===== config.mk =====
export PLATFORM = sky130hd
export DESIGN_NAME = rr_arb_mux
export DESIGN_NICKNAME = d
export VERILOG_FILES = /design/src/rtl/core_pkg.sv /design/src/rtl/mux.sv /design/src/rtl/rr_pick.sv /design/src/rtl/rr_arb_mux.sv
export SDC_FILE = /design/constraint.sdc
export NUM_CORES = 1
export LEC_CHECK = 0
export CORE_MARGIN = 3
export CORE_UTILIZATION = 40
export DETAILED_ROUTE_END_ITERATION = 6
export PLACE_DENSITY = 0.83
export SLEW_MARGIN = 40
export SYNTH_ARGS = -nofsm -noshare
export SYNTH_HDL_FRONTEND = slang
export SYNTH_SLANG_ARGS = --single-unit

===== constraint.sdc =====
create_clock -name clk -period 3.7 [get_ports clk]
set_input_delay 0.37 -clock clk [delete_from_list [all_inputs] [get_ports clk]]
set_output_delay 0.37 -clock clk [all_outputs]
set_load 0.005 [all_outputs]

===== src/rtl/core_pkg.sv =====
// Shared definitions for the arbitration and payload-select blocks.
package core_pkg;

    // Width of a binary index that selects one of n channels.
    function automatic int unsigned sel_width(input int unsigned n);
        return $clog2(n);
    endfunction

    localparam int unsigned ARB_WIDTH = 32;

    typedef struct packed {
        logic                 valid;
        logic [ARB_WIDTH-1:0] data;
    } arb_req_t;

endpackage


===== src/rtl/mux.sv =====
// N-way payload multiplexer; channel is the outer index of the packed input.
module mux
    import core_pkg::*;
#(
    parameter int unsigned WIDTH = 32,
    parameter int unsigned N_INS = 4
) (
    input  logic [N_INS-1:0][WIDTH-1:0]      ins,
    input  logic [sel_width(N_INS)-1:0]      sel,
    output logic [WIDTH-1:0]                 out
);

    localparam int unsigned SEL_WIDTH = sel_width(N_INS);

    // Compare against each existing index so a non-power-of-2 count never reads past the array.
    always_comb begin
        out = '0;
        for (int unsigned i = 0; i < N_INS; i++) begin
            if (sel == SEL_WIDTH'(i)) begin
                out = ins[i];
            end
        end
    end

endmodule


===== src/rtl/rr_pick.sv =====
// Rotate-priority encoder: first valid channel after ptr, wrapping at N_INS-1.
module rr_pick
    import core_pkg::*;
#(
    parameter int unsigned N_INS = 4
) (
    input  logic [N_INS-1:0]            valid,
    input  logic [sel_width(N_INS)-1:0] ptr,
    output logic [sel_width(N_INS)-1:0] gnt,
    output logic [N_INS-1:0]            gnt_oh,
    output logic                        any_req
);

    localparam int unsigned SEL_WIDTH = sel_width(N_INS);

    always_comb begin
        logic                 found;
        int unsigned          idx;
        logic [SEL_WIDTH-1:0] sidx;
        gnt     = '0;
        gnt_oh  = '0;
        any_req = |valid;
        found   = 1'b0;
        idx     = 0;
        sidx    = '0;
        for (int unsigned k = 1; k <= N_INS; k++) begin
            idx = 32'(ptr) + k;
            if (idx >= N_INS) begin
                idx = idx - N_INS;
            end
            sidx = SEL_WIDTH'(idx);
            if (!found && valid[sidx]) begin
                found        = 1'b1;
                gnt          = sidx;
                gnt_oh[sidx] = 1'b1;
            end
        end
    end

endmodule


===== src/rtl/rr_arb_mux.sv =====
// Round-robin arbiter over valid/ready channels feeding a one-entry output register.
module rr_arb_mux
    import core_pkg::*;
#(
    parameter int unsigned WIDTH = 32,
    parameter int unsigned N_INS = 4
) (
    input  logic                             clk,
    input  logic                             rst,
    input  logic [N_INS-1:0]                 in_valid,
    output logic [N_INS-1:0]                 in_ready,
    input  logic [N_INS-1:0][WIDTH-1:0]      in_data,
    output logic                             out_valid,
    input  logic                             out_ready,
    output logic [WIDTH-1:0]                 out_data,
    output logic [sel_width(N_INS)-1:0]      out_src
);

    localparam int unsigned SEL_WIDTH = sel_width(N_INS);

    logic [SEL_WIDTH-1:0] ptr;
    logic [SEL_WIDTH-1:0] gnt;
    logic [N_INS-1:0]     gnt_oh;
    logic                 any_req;
    logic                 load;
    logic [WIDTH-1:0]     win_data;

    rr_pick #(
        .N_INS (N_INS)
    ) u_pick (
        .valid   (in_valid),
        .ptr     (ptr),
        .gnt     (gnt),
        .gnt_oh  (gnt_oh),
        .any_req (any_req)
    );

    mux #(
        .WIDTH (WIDTH),
        .N_INS (N_INS)
    ) u_mux (
        .ins (in_data),
        .sel (gnt),
        .out (win_data)
    );

    // Output register is empty or being drained, so it can take a new payload this cycle.
    assign load = !out_valid | out_ready;

    always_comb begin
        in_ready = '0;
        if (!rst && load && any_req) begin
            in_ready = gnt_oh;
        end
    end

    always_ff @(posedge clk or posedge rst) begin
        if (rst) begin
            out_valid <= 1'b0;
            out_data  <= '0;
            out_src   <= '0;
            ptr       <= SEL_WIDTH'(N_INS - 1);
        end else if (load) begin
            if (any_req) begin
                out_valid <= 1'b1;
                out_data  <= win_data;
                out_src   <= gnt;
                ptr       <= gnt;
            end else begin
                out_valid <= 1'b0;
            end
        end
    end

endmodule


==> flow_metrics.env <==
export IMPL_cpMostUsedCell="inv_1"
export IMPL_synthXorXnorAreaFrac=0
export IMPL_dpl_hpwl_mm=8.142
export IMPL_clkTransAtPathRegs_ns=0.08
export IMPL_placementRows=31
export IMPL_crit_family="compound AO/OA/AOI/OAI gates"
export IMPL_cts_hold_buf=0
export IMPL_drive_gt1_frac=0.08969
export IMPL_ir_worst_vdd_mv=0.6209
export IMPL_cts_tree="yes"
export IMPL_antenna_found_initial=0
export IMPL_setup_worst_path_start_class="flop"
export IMPL_setup_violations=0
export IMPL_clock_skew_ns=0.006908
export IMPL_rsz0062_at_grt="false"
export IMPL_drv_slew=0
export IMPL_fin_area_um2=5084
export IMPL_drc_errors=0
export IMPL_syn_num_nets=515
export IMPL_p_per_area_nw_per_um2=871.0
export IMPL_grt_usage=0.2287
export IMPL_fin_crit_sh=0.9503
export IMPL_start_util=0.4217
export IMPL_ys_types=39
export IMPL_vias=3531
export IMPL_h_tree_depth=2
export IMPL_end_kind="primary output"
export IMPL_yosys_top_cells_area="dfrtp_1 28%, o21a_1 9.1%, o31ai_1 6.7%, a211oi_1 5.0%, nor3b_1 4.3%"
export IMPL_min_path_type="reg2reg"
export IMPL_status="complete, no violations"
export IMPL_first_iter_violations=179
export IMPL_cts_sinks=37
export IMPL_crit_type="reg2out"
export IMPL_ys_flop_type="dfrtp_1"
export IMPL_hold_violations=0
export IMPL_grt_max_degree=58
export IMPL_routed_wl_mm=10.77
export IMPL_dpl_cell_area_um2=4955
export IMPL_finalPower_mw=4.428
export IMPL_ys_async_sr_fraction=1.000
export IMPL_overflow=0
export IMPL_cts_buffer_depth=2
export IMPL_period_minus_slack_ns=3.516
export IMPL_yosysSeqAreaShare=0.2956
export IMPL_antenna_cells=0
export IMPL_synthAdderAreaFrac=0.03187
export IMPL_clock_root_buffer="clkbuf_8"
export IMPL_wl_per_cell_um=17.28
export IMPL_synth_compound_area_share=0.3980
export IMPL_critical_path_max_fanout=8
export IMPL_relSlewSlack=0.5054
export IMPL_cp_slowest_stage_delay_ns=0.60
export IMPL_syn2layout_area_growth_pct=61.87
export IMPL_ios=174
export IMPL_crit_chain="inv_1 > ha_2 > inv_1 > a211oi_2 > o21a_1 > a22oi_1 > o21ai_0 > mux2i_1 > nor3_1 > clkdlybuf4s50_1"
export IMPL_die_h_um=94.61
export IMPL_tightest_slew_ns=0.7373
export IMPL_synthTopCellsByCount="38 x o21a_1, 35 x dfrtp_1, 35 x nand2_1, 28 x o31ai_1, 26 x clkbuf_1"
export IMPL_portBuffers=173
export IMPL_via_per_inst=5.668
export IMPL_synth_seq_cells=37
export IMPL_grt_pass1_wl_mm=16.33
export IMPL_gp_congestion=0.9229
export IMPL_synth_top_family_by_area="compound AO/OA/AOI/OAI gates"
export IMPL_grt_pass1_vias=3277
export IMPL_yosys_warnings=0
export IMPL_place_inst=615
export IMPL_setup_tns_final_ns=0
export IMPL_synth_area_um2=3141
export IMPL_synth_top_area_cell="dfrtp_1"
export IMPL_synth_most_common_cell="o21a_1"
export IMPL_nNetsFinal=666
export IMPL_final_util=0.6826
export IMPL_cap_violations=0
export IMPL_clk_latency_ns=0.29
export IMPL_synth_avg_cell_area_um2=8.442
export IMPL_max_freq_mhz=284.4
export IMPL_slowest_stage="dfstp_2"
export IMPL_cp_arrival_ns=3.15
export IMPL_dieWidth_um=94.61
export IMPL_synth_simple_area_share=0.1398
export IMPL_dr_pass1_iters=4
export IMPL_numCtsBuffers=5
export IMPL_drtAntennaViolNets=0
export IMPL_core_area_um2=7447
export IMPL_final_instance_count_excl_fill=623
export IMPL_synth_edff_count=0
export IMPL_post_cts_buffers=0
export IMPL_dieArea_um2=8950
export IMPL_muxShareOfSynthArea=0.04781
export IMPL_path_buf_inv=3
export IMPL_p_leak_nw=1.945
export IMPL_synth_cells=372
export IMPL_synth_top_area_share=0.2789
export IMPL_required_ns=3.33
[worst reg2reg max path: cells and delay by family, from the launching register on]
family                   cells  cell delay (ns)
AO/OA/AOI/OAI                5             1.27
adder cells (fa/ha/maj)      1             0.42
buffers and inverters        3             0.71
flip-flops                   1             0.60
AND/OR/NAND/NOR              1             0.15
[sequential cells by signal, indices dropped and copies added, names as in the netlist]
signal	cells
out_src	2
out_valid	1
out_data	32
ptr	2
[cell families (layout without fill, tap and decap cells)]
group,count (synthesis),in the layout
AO/OA/AOI/OAI,167,167
adder cells (fa/ha/maj),8,8
buffers and inverters,64,216
flip-flops,37,37
multiplexers,11,11
AND/OR/NAND/NOR,85,85
[per-stage QoR]
| stage | worst slack (ns) | hold slack (ns) |
|---|---|---|
| 2_1_floorplan | 0.2921 | 0.4726 |
| 3_3_place_gp | 0.3506 | 0.4612 |
| 3_5_place_dp | 0.3797 | 0.4677 |
| 4_1_cts | 0.1647 | 0.4861 |
| 5_1_grt | 0.02489 | 0.4994 |
| 6_report | 0.1838 | 0.4827 |
[power breakdown]
group / internal (mW) / switching, mW / total [mW]
clock: 0.220 / 0.147 / 0.367
combinational: 1.54 / 1.77 / 3.31
sequential: 0.627 / 0.124 / 0.750
total: 2.39 / 2.04 / 4.43
[final cells by class]
| cell class | count | area [um^2] |
|---|---|---|
| clock inverters | 1 | 30.03 |
| multi-input cells | 271 | 1987 |
| inverters | 22 | 82.58 |
| fillers | 630 | 2364 |
| clock buffers | 7 | 86.33 |
| repair buffers | 186 | 1846 |
| flip-flops and latches | 37 | 928.4 |
| well taps | 99 | 123.9 |
[placed cells by master, fill, tap and decap left out, types with 6 or more instances in the layout]
cell type,n
o211ai_1,18
a211oi_1,19
o21a_1,38
nor3b_1,18
o31ai_1,28
nand2_1,35
clkdlybuf4s50_1,173
nor2_1,8
o22ai_2,10
dfrtp_1,35
buf_4,11
nand4_1,10
a21oi_1,23
inv_1,21
ha_1,7
o22ai_1,8
mux2i_1,6
clkbuf_8,6
[worst paths after layout]
| path | startpoint | endpoint | slack (ns) | cells past startpoint |
|---|---|---|---|---|
| max in group asynchronous | rst | out_data[2] | 2.49 | 3 |
| min reg2reg | out_data[11] | out_data[11] | 0.48 | 2 |
| max | ptr[1] | in_ready[2] | 0.18 | 10 |
| min in group asynchronous | rst | out_src[1] | 0.55 | 2 |
| max reg2reg | ptr[1] | out_data[29] | 0.42 | 10 |
| min | out_data[11] | out_data[11] | 0.48 | 2 |
[repair_timing]
action,4_1_cts,5_1_grt
setup endpoints to repair,0,4
gates resized for setup,0,3
endpoints found under the hold margin,0,0
[per-layer routing]
layer	vias up	routed length [um]	GRT usage	part of all wire
li1	1699	-	-	-
met1	1658	4349	0.3000	0.40
met2	159	5407	0.3858	0.50
met3	15	807	0.03825	0.075
met4	0	200	0.06731	0.019
met5	-	0	0	0
No activity file was read; power rests on OpenSTA's default activity.
